### src/rtl/countdown_timer_load_pkg.sv
// Shared types and defaults for the loadable, prescaled countdown timer.
package countdown_pkg;

    localparam int unsigned DEF_WIDTH      = 8;
    localparam int unsigned DEF_PRESCALE_W = 4;

    typedef logic [1:0] state_t;

    localparam state_t IDLE = 2'd0;
    localparam state_t RUN  = 2'd1;
    localparam state_t DONE = 2'd2;

endpackage

### src/rtl/countdown_timer_load_tick_prescaler.sv
// Tick generator: fires once every prescale+1 enabled cycles; freezes on hold.
module tick_prescaler
    import countdown_pkg::*;
#(
    parameter int unsigned PRESCALE_W = DEF_PRESCALE_W
) (
    input  logic                  clk,
    input  logic                  rst,
    input  logic                  clear,
    input  logic                  hold,
    input  logic [PRESCALE_W-1:0] prescale,
    output logic                  tick
);

    logic [PRESCALE_W-1:0] cnt;

    // >= rather than == so a prescale lowered below the running count ticks at once
    assign tick = !clear && !hold && (cnt >= prescale);

    always_ff @(posedge clk) begin
        if (!rst) begin
            cnt <= '0;
        end else if (clear) begin
            cnt <= '0;
        end else if (hold) begin
            cnt <= cnt;
        end else if (cnt >= prescale) begin
            cnt <= '0;
        end else begin
            cnt <= cnt + 1'b1;
        end
    end

endmodule

### src/rtl/countdown_timer_load.sv
// Loadable prescaled down counter with start/done/ack handshake.
// Define COUNTDOWN_AUTO_RELOAD_EN to reload from the load value on expiry instead of stopping.
module countdown_timer_load
    import countdown_pkg::*;
#(
    parameter int unsigned WIDTH      = DEF_WIDTH,
    parameter int unsigned PRESCALE_W = DEF_PRESCALE_W
) (
    input  logic                  clk,
    input  logic                  rst,
    input  logic                  load,
    input  logic [WIDTH-1:0]      data,
    input  logic                  start,
    input  logic                  pause,
    input  logic [PRESCALE_W-1:0] prescale,
    input  logic                  ack,
    output logic [WIDTH-1:0]      count,
    output logic                  busy,
    output logic                  done,
    output logic                  tc_pulse
);

`ifdef COUNTDOWN_AUTO_RELOAD_EN
    localparam bit AUTO_RELOAD = 1'b1;
`else
    localparam bit AUTO_RELOAD = 1'b0;
`endif

    state_t           state, state_n;
    logic [WIDTH-1:0] count_n;
    logic [WIDTH-1:0] reload, reload_n;
    logic             done_n;
    logic             tc_n;
    logic             tick;

    tick_prescaler #(
        .PRESCALE_W (PRESCALE_W)
    ) u_prescaler (
        .clk      (clk),
        .rst      (rst),
        .clear    (load || (state != RUN)),
        .hold     (pause),
        .prescale (prescale),
        .tick     (tick)
    );

    always_comb begin
        state_n  = state;
        count_n  = count;
        reload_n = reload;
        done_n   = done;
        tc_n     = 1'b0;
        if (load) begin
            count_n  = data;
            reload_n = data;
            state_n  = IDLE;
            done_n   = 1'b0;
        end else begin
            case (state)
                IDLE: begin
                    if (start) begin
                        if (count != '0) begin
                            state_n = RUN;
                        end else begin
                            state_n = DONE;
                            done_n  = 1'b1;
                            tc_n    = 1'b1;
                        end
                    end
                end
                RUN: begin
                    if (AUTO_RELOAD && ack) begin
                        state_n = IDLE;
                    end else if (tick) begin
                        if (count > WIDTH'(1)) begin
                            count_n = count - WIDTH'(1);
                        end else begin
                            // expiry: reload skips the visible zero so the period is exactly reload ticks
                            tc_n = 1'b1;
                            if (AUTO_RELOAD && (reload != '0)) begin
                                count_n = reload;
                            end else begin
                                count_n = '0;
                                state_n = DONE;
                                done_n  = 1'b1;
                            end
                        end
                    end
                end
                DONE: begin
                    if (ack) begin
                        state_n = IDLE;
                        done_n  = 1'b0;
                    end
                end
                default: begin
                    state_n = IDLE;
                    done_n  = 1'b0;
                end
            endcase
        end
    end

    always_ff @(posedge clk) begin
        if (!rst) begin
            state    <= IDLE;
            count    <= '0;
            reload   <= '0;
            busy     <= 1'b0;
            done     <= 1'b0;
            tc_pulse <= 1'b0;
        end else begin
            state    <= state_n;
            count    <= count_n;
            reload   <= reload_n;
            busy     <= (state_n == RUN);
            done     <= done_n;
            tc_pulse <= tc_n;
        end
    end

endmodule

### config.mk
export PLATFORM = sky130hd
export DESIGN_NAME = countdown_timer_load
export DESIGN_NICKNAME = d
export VERILOG_FILES = /design/src/rtl/countdown_timer_load_pkg.sv /design/src/rtl/countdown_timer_load_tick_prescaler.sv /design/src/rtl/countdown_timer_load.sv
export SDC_FILE = /design/constraint.sdc
export NUM_CORES = 1
export LEC_CHECK = 0
export CAP_MARGIN = 20
export CELL_PAD_IN_SITES_DETAIL_PLACEMENT = 0
export CELL_PAD_IN_SITES_GLOBAL_PLACEMENT = 2
export CORE_MARGIN = 2
export CORE_UTILIZATION = 30
export DETAILED_ROUTE_END_ITERATION = 7
export PLACE_DENSITY_LB_ADDON = 0.1
export SLEW_MARGIN = 30
export SYNTH_ARGS = -nofsm -noshare
export SYNTH_HDL_FRONTEND = slang
export SYNTH_HIERARCHICAL = 1
export SYNTH_SLANG_ARGS = --single-unit
### constraint.sdc
create_clock -name clk -period 4.34 [get_ports clk]
set_input_delay 0.434 -clock clk [delete_from_list [all_inputs] [get_ports clk]]
set_output_delay 0.434 -clock clk [all_outputs]
set_load 0.01 [all_outputs]
==> results of run 1 <==
==> routing by layer <==
layer	GRT usage	part of all wire	vias to the layer above
met3	0.0243	0.042	2
met5	0	0	-
met4	0.0585	0.0062	0
li1	-	-	538
met1	0.163	0.45	485
met2	0.242	0.50	19
==> placed cells by master (no fill, tap or decap), drive strengths merged, types with 4 or more instances in the layout <==
master / netlist / layout
o21ai: 13 / 13
nor2: 5 / 5
nand2: 11 / 11
clkdlybuf4s50: 0 / 28
nor3: 4 / 4
dfxtp: 17 / 17
ha: 8 / 8
o21a: 5 / 5
a21oi: 8 / 8
nor4: 5 / 5
inv: 12 / 12
clkbuf: 4 / 4
==> cell type report <==
type / instances / area, µm² / share of cell area
Timing Repair Buffer: 29 / 288 / 0.194
Sequential cell: 17 / 340 / 0.229
Tap cell: 48 / 60.1 / 0.0405
Inverter: 12 / 45.0 / 0.0304
Multi-Input combinational cell: 98 / 706 / 0.476
Clock buffer: 4 / 45.0 / 0.0304
==> worst max-delay path: stages <==
cell and delay [ps]:
clkdlybuf4s50_1 390, buf_4 180, or3_1 390, nor4_1 500, nand3b_1 320, or4b_1 560, o21ai_1 150
==> how the worst max path moves through the flow <==
stage | start | to | slack (ps)
after floorplan | load | count[3] | 1970
after global placement | load | count[5] | 1430
after detailed placement | load | count[6] | 1330
after CTS | load | count[6] | 1570
after global routing | load | count[7] | 1300
final | load | count[7] | 1580
==> per-stage QoR <==
step / instance area, µm² / worst slack (ps) / std cells
after global routing: 1480 / 1300 / 208
after detailed placement: 1440 / 1330 / 204
final: 1480 / 1580 / 208
after floorplan: 1110 / 1970 / 131
after CTS: 1480 / 1570 / 208
after global placement: 1440 / 1430 / 204
==> sequential cells by signal, indices dropped and copies added, names as in the netlist <==
signal / count
count: 8
u_prescaler/cnt: 4
state: 2
busy: 1
done: 1
tc_pulse: 1
==> kinds of logic after synthesis <==
| group | Yosys count |
|---|---|
| flip-flops | 17 |
| adder cells (fa/ha/maj) | 8 |
| buffers and inverters | 16 |
| AO/OA/AOI/OAI | 40 |
| XOR/XNOR | 4 |
| multiplexers | 1 |
| AND/OR/NAND/NOR | 45 |
==> power groups by stage <==
stage / Sequential, mW / Clock, mW / Combinational [mW]
5_1_grt: 0.174 / 0.130 / 0.101
2_1_floorplan: 0.177 / 0 / 0.0500
4_1_cts: 0.173 / 0.124 / 0.0927
3_3_place_gp: 0.176 / 0 / 0.0923
6_report: 0.173 / 0.120 / 0.0917
3_5_place_dp: 0.176 / 0 / 0.0922
==> run metrics, run 1 <==
Worst Hold Endpoint done; number of enable flip-flop cells after synthesis 0; hold_buf cts 0; library cells used by synthesis 42; Starting Density 0.307; average wire per standard cell 13.3 µm; largest net degree at the start of global routing 16; multiplexer share of the synthesized area 0.0102; CTS Buffer Depth 2; RSZ-0062 raised after global routing false; GPL Wtd Cong 0.736; DRT iter0 DRCs 48; Synth Area in Compound Gates 0.256; Tcrit/Tclk final 0.636; Arrival @ worst endpoint 2940 ps; Crit. End Element flip-flop; Synth Instances 131; Worst-Margin Slew 522 ps; Pre-Repair DR Iteration Count 4; max-cap viol count 0; fraction of registers with async set/reset 0; row count 22; Yosys reg bits 17; cell area after synthesis 0.00111 mm²; Clock H-tree levels 1; Area contributors post-synth dfxtp_1 (31%), ha_1 (9.0%), o21ai_0 (5.0%); Logic pwr share 0.239; Synth area leader dfxtp_1; FMAX 0.362 GHz; maximum vdd drop 95.6 µV; most common library cells after synthesis dfxtp_1 (17), inv_1 (12), nand2_1 (11), o21ai_0 (11); die height 64.7 µm; min-delay worst type flip-flop to flip-flop; count leader, synth dfxtp_1; Pwr Total 0.384 mW; Setup Buffers After CTS 0; Synth Area in XOR/XNOR 0.0317; Final Critical Period 2760 ps; DP HPWL 2.07 mm; Reg power frac 0.449; CTS Buf Count 3; skew final 3.89 ps; number of global-route vias before repair 1,027; Max Slew Vio Count 0; vias per cell 5.02; fin util 0.412; main combinational cell family by area after synthesis compound AO/OA/AOI/OAI gates; CTS tree yes; Clk Latency, worst-skew pair 250 ps; Core Region 0.00361 mm²; antenna violations before repair 0; n_diodes 0; relative slew slack 0.649; reg2reg start u_prescaler/cnt[0]; Final nets 187; hold_sp done; share of the yosys chip area belonging to registers 0.308; Setup TNS 0 ps; I/O Pins 29; filler instances 385; total die area 0.00419 mm²; # DRC 0; first-pass GRT wire length 4.45 mm; reg2reg end count[7]; # setup viols final 0; Synth Area in Adders 0.0905; global-route usage over all layers 0.138; Setup Crit Path Kind input port to flip-flop; Clk pwr share 0.312; port bufs 28; CTS Sinks 17; syn nets 157; Hold Fails Final Rpt 0; width of the chip 64.7 µm; Min Hold Slack 488 ps; Critical Path RT 4520 ps; Overflow after GRT 0; root buffer cell clkbuf_8; worst-path fanout max 15; Leak 0.538 nW; yosys warns 6; syn avg cell area 8.44 µm²; Pint 0.277 mW; final wirelength 2.76 mm; post-cts sizing count 0; CTS clk-pin slew, worst paths 70 ps; Worst R2R Path Depth 8; reg-to-reg slack, setup 1810 ps; power per cell area 259 mW/mm²; number of routed nets with antenna violations 0; top_reg_cell synth dfxtp_1; Hold Path Stages 2; NetSw 0.107 mW; startpoint types input port; Syn-to-layout area delta 34.2%; status complete, no violations; share of cells above drive strength 1 0.0688; vias 1,044; share of the synthesized area in the top cell type 0.308; Sw Ratio 0.278; Synth Area in Simple Gates 0.250
(Power assumes the default switching activity.)
==> run 2, diff against run 1 <==
--- a/config.mk
+++ b/config.mk
@@ -9,7 +9,7 @@
 export CELL_PAD_IN_SITES_DETAIL_PLACEMENT = 0
 export CELL_PAD_IN_SITES_GLOBAL_PLACEMENT = 2
 export CORE_MARGIN = 2
-export CORE_UTILIZATION = 30
+export CORE_UTILIZATION = 25
 export DETAILED_ROUTE_END_ITERATION = 7
 export PLACE_DENSITY_LB_ADDON = 0.1
 export SLEW_MARGIN = 30
==> constraint.sdc (replaced) <==
create_clock -name clk -period 2.5 [get_ports clk]
set_input_delay 0.25 -clock clk [delete_from_list [all_inputs] [get_ports clk]]
set_output_delay 0.25 -clock clk [all_outputs]
set_load 0.01 [all_outputs]
==> run metrics, run 2 (same netlist as run 1, synthesis figures left out) <==
status complete, no violations; max-cap viol count 0 (unchanged); Crit. End Element flip-flop; Worst-Margin Slew 488 ps (-33.7 ps); CTS Sinks 17 (unchanged); gr busiest metal met2; Tcrit/Tclk final 0.929; reg-to-reg slack, setup 180 ps (-1630 ps); Clk Latency, worst-skew pair 260 ps (about the same); Reg with most FFs count; Max Slew Vio Count 0 (unchanged); Clk pwr share 0.319 (+0.007); Reg power frac 0.437 (-0.012); Critical Path RT 2690 ps (-1830 ps); vias 1,047 (+0.29%); I/O Pins 29 (unchanged); antenna violations before repair 0 (unchanged); CTS tree yes; final std cells w/o fill 218 (+4.8%); Regs by FF count count: 8 flops, u_prescaler/cnt: 4 flops, state: 2 flops; commonest non-fill, non-tap cell in the layout clkdlybuf4s50_1; # setup viols final 0 (unchanged); CTS Buf Count 3 (unchanged); Pre-Repair DR Iteration Count 4 (unchanged); Overflow after GRT 0 (unchanged); power per cell area 443 mW/mm² (+71%); relative slew slack 0.674 (+0.0247); total die area 0.00497 mm² (+19%); Logic pwr share 0.244 (+0.005); RSZ-0062 raised after global routing false; Final nets 193 (+3.2%); Starting Density 0.258 (-0.0492); number of global-route vias before repair 1,056 (+2.8%); min-delay worst type flip-flop to flip-flop; commonest cells after routing, fill and taps aside clkdlybuf4s50_1 (28), dfxtp_1 (17), inv_1 (12); NetSw 0.198 mW (+86%); CTS clk-pin slew, worst paths 80 ps (about the same); Setup Buffers After CTS 0 (unchanged); DP HPWL 2.33 mm (+12%); number of flip-flops in the largest register 8 (unchanged); vias per cell 4.80 (-4.3%); Core Region 0.00429 mm² (+19%); number of routed nets with antenna violations 0 (unchanged); first-pass GRT wire length 4.94 mm (+11%); filler instances 455 (+18%); Syn-to-layout area delta 39.4%; # DRC 0 (unchanged); Sw Ratio 0.290 (+0.0125); Leak 0.569 nW (+5.9%); maximum vdd drop 171 µV (+79%); Arrival @ worst endpoint 2510 ps (-430 ps); port bufs 28 (unchanged); CTS Buffer Depth 2 (unchanged); root buffer cell clkbuf_8; Clock H-tree levels 1 (unchanged); hold_buf cts 0 (unchanged); worst-path fanout max 7 (-8); n_diodes 0 (unchanged); largest net degree at the start of global routing 15 (-1); share of cells above drive strength 1 0.114 (+0.0457); width of the chip 70.5 µm (+9.0%); grt met1 use 0.178 (+0.0155); GR Util met3 0.0332 (+0.00888); Final Critical Period 2320 ps; average wire per standard cell 13.6 µm (+2.7%); die height 70.5 µm (+9.0%); row count 24 (+9.1%); Min Hold Slack 489 ps (+1.02 ps); Pwr Total 0.683 mW (+78%); DRT iter0 DRCs 35 (-27%); FMAX 0.431 GHz; met2 Usage GRT 0.183 (-0.0588); skew final 3.37 ps (-0.523 ps); Hold Fails Final Rpt 0 (unchanged); startpoint types flip-flop; final wirelength 2.97 mm (+7.7%); Cells after DPL 214 (+4.9%); GPL Wtd Cong 0.769 (+4.4%); Pint 0.485 mW (+75%); global-route usage over all layers 0.126 (-0.0120); Setup Crit Path Kind flip-flop to flip-flop
## run 2: cell count changes in the layout (fill, tap and decap cells not counted)
| cell | delta |
|---|---|
| clkinv_2 | +1 |
| nor4_2 | +1 |
| buf_4 | +6 |
| nor4_1 | -1 |
| clkbuf_1 | -1 |
## run 2: path summary, 6_finish.rpt
check | startpoint | to | cells after the start
worst max-delay path | state[0] | count[3] | 7
worst min-delay path | done | done | 2
worst max register to register | state[0] | count[3] | 7
worst min register to register | done | done | 2
## run 2: metrics by stage
stage               instance area, µm²  worst slack, ps  utilization  TNS, ps
finish                            1540              178        0.359        0
global route                      1540             12.4        0.359        0
CTS                               1540             41.3        0.358        0
detailed placement                1490             -167        0.347     -475
global placement                  1490            -52.6        0.347    -70.1
floorplan                         1110              287            -        0
## run 2: what timing repair did
item,in CTS,in global routing
gates resized for setup,0,1
setup endpoints to repair,0,4
hold endpoints to repair,0,0
## run 2: critical path: stages, from the launching register on
cell and delay, ps:
dfxtp_1 420, inv_1 120, or3_1 380, nor4_2 380, and3b_1 380, nand2_1 130, or3_1 330, a21oi_1 120
## run 2: cell type report
class,count,area (µm²),area share
clock buffers,3,41.3,0.0268
clock inverters,1,5.00,0.00325
inverters,12,45.0,0.0292
multi-input cells,98,712,0.462
flip-flops and latches,17,340,0.221
well taps,52,65.1,0.0422
repair buffers,35,333,0.216
## run 2: power groups by stage
stage / Sequential (mW) / Clock (mW) / Combinational [mW]
final: 0.299 / 0.218 / 0.166
after global routing: 0.301 / 0.233 / 0.184
after CTS: 0.299 / 0.226 / 0.168
after detailed placement: 0.306 / 0 / 0.167
after global placement: 0.306 / 0 / 0.168
after floorplan: 0.307 / 0 / 0.0867
## run 2: metal layers
layer	routed length (µm)	share of wire
met5	0	0
met1	1570	0.53
met2	1230	0.42
met3	145	0.049
met4	17	0.0057
==> run 3, diff against run 2 <==
--- a/config.mk
+++ b/config.mk
@@ -6,10 +6,10 @@
 export NUM_CORES = 1
 export LEC_CHECK = 0
 export CAP_MARGIN = 20
-export CELL_PAD_IN_SITES_DETAIL_PLACEMENT = 0
-export CELL_PAD_IN_SITES_GLOBAL_PLACEMENT = 2
+export CELL_PAD_IN_SITES_DETAIL_PLACEMENT = 1
+export CELL_PAD_IN_SITES_GLOBAL_PLACEMENT = 1
 export CORE_MARGIN = 2
-export CORE_UTILIZATION = 25
+export CORE_UTILIZATION = 31
 export DETAILED_ROUTE_END_ITERATION = 7
 export PLACE_DENSITY_LB_ADDON = 0.1
 export SLEW_MARGIN = 30
==> run metrics, run 3 (same netlist as run 1, synthesis figures left out) <==
status complete, no violations; first-pass GRT wire length 5.47 mm (+11%); RSZ-0062 raised after global routing false; Pre-Repair DR Iteration Count 4 (unchanged); final wirelength 3.06 mm (+3.0%); Pint 0.434 mW (-11%); CTS tree yes; number of routed nets with antenna violations 0 (unchanged); Cells after DPL 208 (-2.8%); Setup Crit Path Kind flip-flop to flip-flop; Leak 0.561 nW (-1.5%); Starting Density 0.326 (+0.0687); filler instances 422 (-7.3%); Clk pwr share 0.252 (-0.067); Max Slew Vio Count 0 (unchanged); Crit. End Element flip-flop; Reg with most FFs count; CTS clk-pin slew, worst paths 110 ps (+30 ps); min-delay worst type flip-flop to flip-flop; Worst-Margin Slew 468 ps (-20.1 ps); hold_sp done; FMAX 0.439 GHz (+2.0%); # setup viols final 0 (unchanged); Clk Latency, worst-skew pair 300 ps (+40 ps); Regs by FF count count: 8 flops, u_prescaler/cnt: 4 flops, state: 2 flops; n_diodes 0 (unchanged); Cell Chain, Critical Path inv_1 > or3_1 > nor4_2 > and3b_2 > nand2_1 > or3_1 > a21oi_1; Worst R2R Path Depth 7 (unchanged); Overflow after GRT 0 (unchanged); worst-path fanout max 7 (unchanged); Hold Fails Final Rpt 0 (unchanged); DP HPWL 2.42 mm (+4.0%); CTS Sinks 17 (unchanged); Sw Ratio 0.304 (+0.0138); Logic pwr share 0.267 (+0.023); width of the chip 63.7 µm (-9.6%); # DRC 0 (unchanged); antenna violations before repair 0 (unchanged); row count 21 (-13%); final std cells w/o fill 212 (-2.8%); reg2reg end count[3]; number of global-route vias before repair 1,104 (+4.5%); largest net degree at the start of global routing 15 (unchanged); maximum vdd drop 345 µV (+100%); Hold Path Stages 2 (unchanged); Tcrit/Tclk final 0.910 (-0.0184); Min Hold Slack 495 ps (+5.90 ps); CTS Buf Count 3 (unchanged); relative slew slack 0.685 (+0.0115); final instance area 0.00152 mm² (-1.6%); die height 63.7 µm (-9.6%); Reg power frac 0.481 (+0.044); Pwr Total 0.624 mW (-8.7%); Clock H-tree levels 1 (unchanged); Final Critical Period 2280 ps (-46.1 ps); CP max stage cell dfxtp_1; skew final 2.82 ps (-0.552 ps); vias per cell 5.09 (+6.0%); reg-to-reg slack, setup 220 ps (+50 ps); vias 1,079 (+3.1%); Syn-to-layout area delta 37.1%; global-route usage over all layers 0.171 (+0.0451); max-cap viol count 0 (unchanged); reg2reg start state[0]; Worst path most repeated cell or3_1; DRT iter0 DRCs 38 (+8.6%); CTS Buffer Depth 2 (unchanged); total die area 0.00406 mm² (-18%); Arrival @ worst endpoint 2520 ps (about the same); average wire per standard cell 14.4 µm (+5.9%); port bufs 28 (unchanged); CP peak stage delay 450 ps (+30 ps); commonest non-fill, non-tap cell in the layout clkdlybuf4s50_1; commonest cells after routing, fill and taps aside clkdlybuf4s50_1 (28), dfxtp_1 (17), inv_1 (12); share of cells above drive strength 1 0.120 (+0.00602); number of flip-flops in the largest register 8 (unchanged); Worst Hold Endpoint done; Final nets 193 (unchanged); root buffer cell clkbuf_4; I/O Pins 29 (unchanged); startpoint types flip-flop; GPL Wtd Cong 0.759 (-1.3%); Core Region 0.00339 mm² (-21%); critical path launch point state[0]; power per cell area 411 mW/mm² (-7.2%); NetSw 0.190 mW (-4.4%); Critical Path RT 2740 ps (+50 ps); placed instance area 0.00148 mm² (-0.50%)
[run 3: worst max path at each step]
| stage | end | depth (start not counted) |
|---|---|---|
| 2_1_floorplan | count[3] | 10 |
| 3_3_place_gp | count[3] | 9 |
| 3_5_place_dp | count[3] | 9 |
| 4_1_cts | count[3] | 7 |
| 5_1_grt | count[3] | 7 |
| 6_report | count[3] | 7 |
[run 3: layout make-up]
class	count	area, µm²	area share
Inverter	12	45.0	0.0297
Clock inverter	1	5.00	0.00330
Sequential cell	17	340	0.224
Clock buffer	3	22.5	0.0149
Timing Repair Buffer	35	333	0.219
Tap cell	46	57.6	0.0380
Multi-Input combinational cell	98	713	0.470
[run 3: metal layers]
metal,up-vias,wire length (µm),track usage
li1,550,-,-
met1,506,1600,0.249
met2,21,1320,0.259
met3,2,120,0.0475
met4,0,12,0.0163
met5,-,0,0
[run 3: repair_timing]
item	4_1_cts	5_1_grt
endpoints found under the setup margin	0	6
resized for setup	0	2
hold buffers	0	0
endpoints found under the hold margin	0	0
setup buffers	0	0
[run 3: worst max-delay path, delay by kind of cell (launching register included)]
kind / cells / cell delay [ps]
AO/OA/AOI/OAI: 1 / 120
buffers and inverters: 1 / 130
flip-flops: 1 / 450
AND/OR/NAND/NOR: 5 / 1530
[run 3: power groups by stage]
stage               Combinational, mW  Sequential [mW]  Clock, mW
detailed placement              0.168            0.306          0
global route                    0.184            0.302      0.181
floorplan                      0.0867            0.307          0
global placement                0.167            0.305          0
finish                          0.167            0.300      0.157
CTS                             0.168            0.300      0.167
[run 3: metrics by stage]
| step | setup TNS [ps] | utilization | setup slack, ps |
|---|---|---|---|
| 6_report | 0 | 0.447 | 224 |
| 5_1_grt | 0 | 0.447 | 12.4 |
| 4_1_cts | 0 | 0.445 | 51.4 |
| 3_5_place_dp | -297 | 0.437 | -131 |
| 3_3_place_gp | -24.4 | 0.437 | -19.7 |
| 2_1_floorplan | 0 | - | 287 |
